File: config.mk
export PLATFORM = sky130hd
export DESIGN_NAME = fifo_dot_engine
export DESIGN_NICKNAME = d
export VERILOG_FILES = /design/src/rtl/npu_pkg.sv /design/src/rtl/dot_mac.sv /design/src/rtl/fifo_dot_engine.sv
export SDC_FILE = /design/constraint.sdc
export NUM_CORES = 1
export LEC_CHECK = 0
export BUFFER_PORTS_ARGS = -buffer_cell sky130_fd_sc_hd__buf_2
export CORE_MARGIN = 2
export CORE_UTILIZATION = 45
export DETAILED_ROUTE_END_ITERATION = 12
export SLEW_MARGIN = 10
export SYNTH_ARGS = -nofsm -noshare
export SYNTH_HDL_FRONTEND = slang
export SYNTH_HIERARCHICAL = 1
export SYNTH_SLANG_ARGS = --single-unit
File: constraint.sdc
create_clock -name clk -period 8.7 [get_ports clk]
set_clock_uncertainty 0.1 [all_clocks]
set_input_delay 2.175 -clock clk [delete_from_list [all_inputs] [get_ports clk]]
set_output_delay 2.175 -clock clk [all_outputs]
set_load 0.03 [all_outputs]
File: src/rtl/npu_pkg.sv
// Shared types and sizing helpers for the NPU dot-product engine.
// Holds the engine FSM encoding and default vector geometry.
package npu_pkg;

  localparam int DATA_WIDTH_DEF = 8;
  localparam int VEC_LEN_DEF    = 16;

  typedef enum logic [1:0] {
    IDLE  = 2'd0,
    FETCH = 2'd1,
    DRAIN = 2'd2,
    OUT   = 2'd3
  } state_t;

  // Wide enough for VEC_LEN full-scale signed products without overflow.
  function automatic int acc_width(input int dw, input int vl);
    return 2 * dw + $clog2(vl);
  endfunction

endpackage

File: src/rtl/dot_mac.sv
// Registered signed multiply-accumulate with synchronous clear and enable.
// sum is the combinational next value, exposed for the final capture.
module dot_mac #(
  parameter int DATA_WIDTH = 8,
  parameter int ACC_WIDTH  = 20
) (
  input  logic                  clk,
  input  logic                  rst,
  input  logic                  clr,
  input  logic                  en,
  input  logic [DATA_WIDTH-1:0] a,
  input  logic [DATA_WIDTH-1:0] b,
  output logic [ACC_WIDTH-1:0]  sum
);

  localparam int PW = 2 * DATA_WIDTH;

  logic [PW-1:0]        a_x;
  logic [PW-1:0]        b_x;
  logic [PW-1:0]        prod;
  logic [ACC_WIDTH-1:0] acc;

  // Operands pre-extended so the truncated product is the exact signed one.
  assign a_x  = {{DATA_WIDTH{a[DATA_WIDTH-1]}}, a};
  assign b_x  = {{DATA_WIDTH{b[DATA_WIDTH-1]}}, b};
  assign prod = a_x * b_x;
  assign sum  = acc + {{(ACC_WIDTH-PW){prod[PW-1]}}, prod};

  always_ff @(posedge clk or posedge rst) begin
    if (rst) begin
      acc <= '0;
    end else if (clr) begin
      acc <= '0;
    end else if (en) begin
      acc <= sum;
    end
  end

endmodule

File: src/rtl/fifo_dot_engine.sv
// Drains VEC_LEN activations from the input FIFO into a weighted dot product.
// Define FIFO_DOT_ENGINE_RELU_EN to clamp negative results to zero.
module fifo_dot_engine
  import npu_pkg::*;
#(
  parameter int DATA_WIDTH = DATA_WIDTH_DEF,
  parameter int VEC_LEN    = VEC_LEN_DEF,
  parameter int IDX_WIDTH  = $clog2(VEC_LEN),
  parameter int ACC_WIDTH  = acc_width(DATA_WIDTH, VEC_LEN)
) (
  input  logic                  clk,
  input  logic                  rst,
  input  logic                  start,
  input  logic                  weight_we,
  input  logic [IDX_WIDTH-1:0]  weight_addr,
  input  logic [DATA_WIDTH-1:0] weight_data,
  input  logic                  fifo_empty,
  input  logic [DATA_WIDTH-1:0] fifo_data,
  output logic                  fifo_rd_en,
  output logic                  busy,
  output logic [ACC_WIDTH-1:0]  result,
  output logic                  result_valid,
  input  logic                  result_ready
);

  localparam int CW = IDX_WIDTH + 1;
  localparam logic [CW-1:0] LAST = CW'(VEC_LEN);
  localparam logic [CW-1:0] ONE  = CW'(1);

  state_t                state;
  logic [CW-1:0]         issue_cnt;
  logic [IDX_WIDTH-1:0]  pend_idx;
  logic                  pending;
  logic [DATA_WIDTH-1:0] weight [VEC_LEN];
  logic [ACC_WIDTH-1:0]  sum;
  logic [ACC_WIDTH-1:0]  result_d;
  logic                  idle;
  logic                  w_ok;

  assign idle         = (state == IDLE);
  assign busy         = !idle;
  assign result_valid = (state == OUT);
  assign w_ok         = ({1'b0, weight_addr} < LAST);
  assign fifo_rd_en   = (state == FETCH) && !fifo_empty
                        && (issue_cnt < LAST);

`ifdef FIFO_DOT_ENGINE_RELU_EN
  assign result_d = sum[ACC_WIDTH-1] ? '0 : sum;
`else
  assign result_d = sum;
`endif

  always_ff @(posedge clk or posedge rst) begin
    if (rst) begin
      for (int i = 0; i < VEC_LEN; i++) begin
        weight[i] <= '0;
      end
    end else if (idle && weight_we && w_ok) begin
      weight[weight_addr] <= weight_data;
    end
  end

  dot_mac #(
    .DATA_WIDTH (DATA_WIDTH),
    .ACC_WIDTH  (ACC_WIDTH)
  ) u_mac (
    .clk (clk),
    .rst (rst),
    .clr (idle && start),
    .en  (pending),
    .a   (fifo_data),
    .b   (weight[pend_idx]),
    .sum (sum)
  );

  // pending tracks the one-cycle FIFO read latency.
  always_ff @(posedge clk or posedge rst) begin
    if (rst) begin
      state     <= IDLE;
      issue_cnt <= '0;
      pend_idx  <= '0;
      pending   <= 1'b0;
      result    <= '0;
    end else begin
      pending <= fifo_rd_en;
      if (fifo_rd_en) begin
        issue_cnt <= issue_cnt + ONE;
        pend_idx  <= issue_cnt[IDX_WIDTH-1:0];
      end
      unique case (state)
        IDLE: begin
          if (start) begin
            issue_cnt <= '0;
            state     <= FETCH;
          end
        end
        FETCH: begin
          if (fifo_rd_en && issue_cnt == LAST - ONE) begin
            state <= DRAIN;
          end
        end
        DRAIN: begin
          result <= result_d;
          state  <= OUT;
        end
        OUT: begin
          if (result_ready) begin
            state <= IDLE;
          end
        end
        default: state <= IDLE;
      endcase
    end
  end

endmodule

==> results_dict.tcl, run 1 <==
set metrics [dict create \
    synth_sequential_area_ratio_pct 38.5 \
    grt_util_all_layers_pct 19.5 \
    synth_mux_area_share_pct 22.5 \
    number_of_sinks_driven_by_the_clock_tree 180 \
    power.ir.vdd_worst_uv 93.2 \
    place.gp.congestion 0.808 \
    synth_simple_gate_area_share_pct 8.85 \
    powerDensity_mw_per_mm2 139 \
    via_count_of_the_first_global_routing_pass 7571 \
    die_height_um 165 \
    drt_first_iter_violations 381 \
    leading_cell_types_by_total_area_after_synthesis "sky130_fd_sc_hd__dfrtp_1 38%, sky130_fd_sc_hd__mux2_2 13%, sky130_fd_sc_hd__fa_1 9.6%" \
    cts.repair_timing.setup_buffer_count 0 \
    layout_worst_path_cycle_share_pct 94.6 \
    post_synth_xor_area_fraction_pct 2.68 \
    worstHoldPathType "flop to flop" \
    p_int_mw 1.34 \
    die_x_um 165 \
    clockBufferDepth 2 \
    tritoncts "yes" \
    postSynthNetCount 1102 \
    p_sw_share_pct 25.6 \
    nets 1145 \
    diodes 0 \
    required_ns 8.91 \
    period_minus_slack_ns 8.23 \
    fraction_of_synthesized_cell_area_taken_by_the_top_area_cell_type_pct 38.5 \
    timing.fmax_mhz 121 \
    timing.reg2reg.worst_path_depth 28 \
    place.detailed.hpwl_um 17800 \
    hold_violations 0 \
    num_rows 59 \
    ctsRootBufferMaster "sky130_fd_sc_hd__clkbuf_16" \
    critical_path_at_ns 8.44 \
    number_of_remaining_drc_errors 0 \
    multi_input_comb_area_mm2 0.00661 \
    postSynthAreaPerCell_um2 12.1 \
    initial_cell_density_of_the_core_pct 45.4 \
    routed-via-count 7255 \
    slew-limit-headroom_pct 32.7 \
    report.final.slew_viol_count 0 \
    synth_flop_cell "sky130_fd_sc_hd__dfrtp_1" \
    place_ws_ns 0.104 \
    drive_gt1_share_pct 29.9 \
    number_of_flops_mapped_to_enable_cells_by_yosys 0 \
    synth_warnings 6 \
    category_of_the_worst_setup_path_capture_point "flop" \
    largest_net_degree_at_the_start_of_global_routing 91 \
    critical_path_peak_fanout 12 \
    setup.reg_to_reg.worst_slack_ns 0.47 \
    area.sequential_mm2 0.00451 \
    netlist_area_mm2 0.0117 \
    max-cap-violations 0 \
    combinational_family_with_the_most_area_after_synthesis "multiplexers" \
    crit_type "flop to flop" \
    run_status "finished clean" \
    p_comb_share_pct 7.4 \
    drt-wirelength-per-cell_um 18.3 \
    synthesis.instances 963 \
    fill_cell_total_of_the_finished_layout 2347 \
    async_reset_ff_share_pct 100 \
    cts_htree_levels 4 \
    setup.worst_path.start "pend_idx[0]" \
    cts.reportedPaths.clkPinSlew_ns 0.07 \
    areaGrowthSynthToFinish_pct 10.2 \
    die_footprint_mm2 0.0273 \
    critical_path.endpoint "result[19]" \
    drt.antenna.violating_nets 0 \
    io_pins 49 \
    leakage_nw 6.48 \
    grt_setup_unrepaired "no" \
    synth_top_cell_by_area "sky130_fd_sc_hd__dfrtp_1" \
    post_synth_fa_ha_maj_area_fraction_pct 15.7 \
    startpoint_type "flop" \
    critPathMaxStageDelay_ns 0.60 \
    sequentialPowerShare_pct 48.1 \
    core_mm2 0.0258 \
    totalNegativeSetupSlack_ns 0 \
    crit_path_frequent_cell "sky130_fd_sc_hd__inv_1" \
    netlist-cell-type-count 76 \
    drt_pass1_iterations 5 \
    worst_r2r_startpoint "pend_idx[0]" \
    antenna_violations_before_repair 0 \
    synth-compound-area-share_pct 6.71 \
    wire_length_of_the_first_global_routing_pass_um 40500 \
    vias_per_cell 5.36 \
    yosys-top-cells-count "180 x sky130_fd_sc_hd__dfrtp_1, 138 x sky130_fd_sc_hd__mux2_2, 111 x sky130_fd_sc_hd__inv_1, 57 x sky130_fd_sc_hd__ha_1, 56 x sky130_fd_sc_hd__fa_1" \
    portBuffers 48 \
    max_slew.worst_pin.slew_ns 1.01 \
    ctsHoldBuffers 0 \
    clockPowerShare_pct 44.6 \
    routed_wirelength_um 24800 \
    clkLatencyLatePin_ns 0.44 \
    total_overflow_reported_by_the_global_router 0 \
    synth.most_common_cell "sky130_fd_sc_hd__dfrtp_1" \
    power_dissipated_by_switching_net_loads_uw 460 \
    number_of_synthesized_register_bits 180 \
    timing.final.ws_setup_ns 0.469 \
    worst_r2r_endpoint "result[19]" \
    cts_resized 0 \
    cts_buffers 17 \
    setup_viol 0 \
    timing.critical_path.slowest_stage_cell "sky130_fd_sc_hd__dfrtp_4" \
]
-- power by group through the flow --
stage | Clock (mW) | Combinational [mW] | Sequential (mW)
final | 0.801 | 0.133 | 0.864
after detailed placement | 0 | 0.135 | 0.880
after floorplan | 0 | 0.0960 | 0.872
after global routing | 0.859 | 0.148 | 0.867
after global placement | 0 | 0.134 | 0.880
after CTS | 0.823 | 0.136 | 0.864
-- how the worst min path moves through the flow --
stage                        startpoint            end  slack, ns  cells past startpoint
final                         result[0]      result[0]       0.40                      1
after global placement      weight[106]    weight[106]       0.38                      1
after CTS                   weight[108]    weight[108]       0.40                      1
after floorplan           u_mac/acc[13]  u_mac/acc[13]       0.37                      1
after global routing          weight[9]      weight[9]       0.42                      1
after detailed placement    weight[105]    weight[105]       0.39                      1
-- placed cells by master (no fill, tap or decap), types with 4 or more instances in the layout --
cell type,instances
sky130_fd_sc_hd__a211oi_1,4
sky130_fd_sc_hd__dfrtp_1,179
sky130_fd_sc_hd__mux2_4,16
sky130_fd_sc_hd__buf_4,8
sky130_fd_sc_hd__nor2_1,30
sky130_fd_sc_hd__or3_1,4
sky130_fd_sc_hd__nand3_1,4
sky130_fd_sc_hd__a22oi_1,16
sky130_fd_sc_hd__xnor2_1,31
sky130_fd_sc_hd__mux2i_1,11
sky130_fd_sc_hd__buf_2,48
sky130_fd_sc_hd__inv_8,4
sky130_fd_sc_hd__and2_1,46
sky130_fd_sc_hd__nor2_2,10
sky130_fd_sc_hd__inv_6,4
sky130_fd_sc_hd__a21oi_1,25
sky130_fd_sc_hd__ha_1,57
sky130_fd_sc_hd__clkbuf_16,17
sky130_fd_sc_hd__nand2_1,36
sky130_fd_sc_hd__nor2b_1,13
sky130_fd_sc_hd__nand2b_1,14
sky130_fd_sc_hd__inv_1,110
sky130_fd_sc_hd__o21ai_0,12
sky130_fd_sc_hd__fa_1,56
sky130_fd_sc_hd__nor3_1,7
sky130_fd_sc_hd__mux4_2,32
sky130_fd_sc_hd__o211ai_1,5
sky130_fd_sc_hd__mux2_2,138
sky130_fd_sc_hd__o21a_1,10
-- worst max-delay path: cells and delay by family (launching register included) --
family / cells / cell delay [ns]
AND/OR/NAND/NOR: 5 / 1.00
AO/OA/AOI/OAI: 6 / 1.31
buffers and inverters: 6 / 0.66
multiplexers: 2 / 0.83
XOR/XNOR: 3 / 0.68
flip-flops: 1 / 0.60
adder cells (fa/ha/maj): 6 / 2.93
-- cell families (layout without fill, tap and decap cells) --
group                    count (synthesis)  in the layout
AO/OA/AOI/OAI                          106            106
XOR/XNOR                                35             35
adder cells (fa/ha/maj)                113            113
buffers and inverters                  145            201
flip-flops                             180            180
multiplexers                           198            198
AND/OR/NAND/NOR                        186            186
-- area by class of cell --
type | count | share of cell area, %
clock inverter | 15 | 1.47
clock buffer | 17 | 3.30
inverter | 112 | 3.30
timing repair buffer | 57 | 2.48
multi-input combinational | 638 | 51.2
tap | 335 | 3.25
sequential | 180 | 35.0
-- per-stage QoR --
stage	hold slack [ns]	instance area [um^2]	power [mW]	util, %	std cells
floorplan	0.372	11700	0.968	-	963
global placement	0.382	12300	1.01	47.7	1322
detailed placement	0.387	12300	1.02	47.7	1322
CTS	0.402	12900	1.82	50.0	1354
global route	0.418	12900	1.87	50.1	1354
finish	0.402	12900	1.80	50.1	1354
-- flip-flops by register name, summed over array words and instances (netlist names) --
| name | cells |
|---|---|
| pend_idx | 4 |
| pending | 1 |
| result | 20 |
| u_mac/acc | 20 |
| state | 2 |
| weight | 128 |
| issue_cnt | 5 |
-- metal layers --
| layer | vias up | part of all wire (%) | GRT usage (%) | routed length (um) |
|---|---|---|---|---|
| met5 | - | 0 | 0 | 0 |
| met4 | 0 | 1.5 | 5.38 | 377 |
| met3 | 25 | 2.3 | 2.87 | 560 |
| met2 | 112 | 50 | 33.3 | 12500 |
| met1 | 3709 | 46 | 26.0 | 11400 |
| li1 | 3409 | - | - | - |
Power figures use the tool's default switching activity.
==> run 2: changes to the inputs <==
--- a/config.mk
+++ b/config.mk
@@ -6,9 +6,11 @@
 export NUM_CORES = 1
 export LEC_CHECK = 0
 export BUFFER_PORTS_ARGS = -buffer_cell sky130_fd_sc_hd__buf_2
+export CORE_ASPECT_RATIO = 1.4
 export CORE_MARGIN = 2
 export CORE_UTILIZATION = 45
 export DETAILED_ROUTE_END_ITERATION = 12
+export MAX_ROUTING_LAYER = met4
 export SLEW_MARGIN = 10
 export SYNTH_ARGS = -nofsm -noshare
 export SYNTH_HDL_FRONTEND = slang
==> run 2 against run 1 <==
  * Wire length rose by 3.8%
  * Clock power barely moved
  * Critical path type unchanged
  * Core utilization rose by 0.53 points
  * Flip-flop and latch count did not move
  * Non-clock buffer count rose by 2
  * Final area barely moved
  * Setup slack improved by 0.086 ns
  * Clock-buffer cell count rose by 2
  * Via count rose by 1.2%
  * Highest routed layer unchanged
  * Critical endpoint unchanged
==> results_dict.tcl, run 2 (same netlist as run 1, synthesis figures left out) <==
set metrics [dict create \
    run_status "finished clean" \
    cts_htree_levels 4 \
    power_dissipated_by_switching_net_loads_uw 430 \
    clockPowerShare_pct 44.3 \
    hold_violations 0 \
    period_minus_slack_ns 8.14 \
    worst_path_bufs_invs 6 \
    number_of_remaining_drc_errors 0 \
    critical_path_peak_fanout 15 \
    startpoint_type "flop" \
    leakage_nw 6.48 \
    die_height_um 195 \
    tritoncts "yes" \
    num_rows 69 \
    drt.antenna.violating_nets 0 \
    slew-limit-headroom_pct 31.9 \
    routed-via-count 7345 \
    timing.fmax_mhz 123 \
    largestRegisters "weight: 128 flops, result: 20 flops, u_mac/acc: 20 flops" \
    routed_wirelength_um 25700 \
    post_route_cell_area_mm2 0.0129 \
    p_comb_share_pct 7.4 \
    layout_commonest_cell "sky130_fd_sc_hd__dfrtp_1" \
    totalNegativeSetupSlack_ns 0 \
    power.ir.vdd_worst_uv 155 \
    required_ns 8.92 \
    place.gp.congestion 0.831 \
    cts.reportedPaths.clkPinSlew_ns 0.07 \
    regMostFlops "weight" \
    nets 1147 \
    diodes 0 \
    fill_cell_total_of_the_finished_layout 2299 \
    drt-wirelength-per-cell_um 19.2 \
    drt_first_iter_violations 372 \
    antenna_violations_before_repair 0 \
    worstHoldPathType "flop to flop" \
    p_sw_share_pct 23.9 \
    ctsHoldBuffers 0 \
    timing.critical_path.slowest_stage_cell "sky130_fd_sc_hd__dfrtp_4" \
    total_overflow_reported_by_the_global_router 0 \
    setup_viol 0 \
    io_pins 49 \
    max_slew.worst_pin.slew_ns 1.02 \
    clkLatencyLatePin_ns 0.44 \
    number_of_sinks_driven_by_the_clock_tree 180 \
    post_dp_cell_area_mm2 0.0123 \
    grt_util_all_layers_pct 20.9 \
    category_of_the_worst_setup_path_capture_point "flop" \
    powerDensity_mw_per_mm2 140 \
    layout_worst_path_cycle_share_pct 93.6 \
    crit_type "flop to flop" \
    drt_pass1_iterations 4 \
    ctsRootBufferMaster "sky130_fd_sc_hd__clkbuf_16" \
    critPathMaxStageDelay_ns 0.63 \
    portBuffers 48 \
    initial_cell_density_of_the_core_pct 45.9 \
    multi_input_comb_area_mm2 0.00661 \
    via_count_of_the_first_global_routing_pass 8099 \
    die_footprint_mm2 0.0273 \
    place.detailed.hpwl_um 18800 \
    largest_register_ff_count 128 \
    vias_per_cell 5.49 \
    critical_path_at_ns 8.37 \
    area.sequential_mm2 0.00451 \
    crit_path_frequent_cell "sky130_fd_sc_hd__inv_1" \
    areaGrowthSynthToFinish_pct 10.1 \
    cts_buffers 17 \
    max-cap-violations 0 \
    clockBufferDepth 2 \
    report.final.slew_viol_count 0 \
    layout_common_cells "179 x sky130_fd_sc_hd__dfrtp_1, 138 x sky130_fd_sc_hd__mux2_2, 110 x sky130_fd_sc_hd__inv_1, 57 x sky130_fd_sc_hd__ha_1, 56 x sky130_fd_sc_hd__fa_1" \
    grt_setup_unrepaired "no" \
    core_mm2 0.0255 \
    die_x_um 140 \
    p_int_mw 1.37 \
    cts.repair_timing.setup_buffer_count 0 \
    wire_length_of_the_first_global_routing_pass_um 42900 \
    crit_family "adder cells" \
    sequentialPowerShare_pct 48.2 \
    drive_gt1_share_pct 29.9 \
    largest_net_degree_at_the_start_of_global_routing 83 \
]
[run 2: power by group through the flow]
stage / sequential, mW / combinational [mW] / clock (mW)
floorplan: 0.872 / 0.0960 / 0
global placement: 0.883 / 0.133 / 0
detailed placement: 0.883 / 0.137 / 0
CTS: 0.867 / 0.137 / 0.818
global route: 0.870 / 0.149 / 0.852
finish: 0.868 / 0.134 / 0.798
[run 2: layout make-up]
cell class | count | share of cell area, %
multi-input cells | 638 | 51.3
flip-flops and latches | 180 | 35.0
clock buffers | 19 | 3.52
inverters | 112 | 3.30
repair buffers | 59 | 2.60
clock inverters | 12 | 1.21
well taps | 319 | 3.10
[run 2: layer usage]
layer | vias to the layer above | share of wire, % | global-route usage [%] | wire length [um]
li1 | 3411 | - | - | -
met1 | 3789 | 41 | 24.0 | 10600
met2 | 106 | 54 | 37.0 | 14000
met3 | 39 | 2.1 | 3.05 | 532
met4 | 0 | 2.3 | 7.30 | 589
met5 | - | 0 | - | 0
[run 2: final timing paths]
path                              from    endpoint  slack [ns]  cells past startpoint
setup / recovery           pend_idx[0]  result[19]        0.56                     28
hold / removal              result[10]  result[10]        0.40                      1
setup reg to reg           pend_idx[0]  result[19]        0.56                     28
hold reg to reg             result[10]  result[10]        0.40                      1
max in group asynchronous          rst  weight[48]        5.18                      3
min in group asynchronous          rst   result[0]        1.72                      2
[run 2: timing repair]
action / CTS / global route
endpoints found under the setup margin: 0 / 1
hold endpoints to repair: 0 / 0
resized for setup: 0 / 1
[run 2: stage by stage]
step	total power, mW	setup WS [ns]	hold WS (ns)	std cells	util, %
after floorplan	0.968	0.761	0.372	963	-
after CTS	1.82	0.455	0.406	1339	50.6
after detailed placement	1.02	0.233	0.390	1308	48.2
after global routing	1.87	0.0588	0.416	1339	50.6
after global placement	1.02	0.290	0.382	1308	48.2
final	1.80	0.555	0.398	1339	50.6
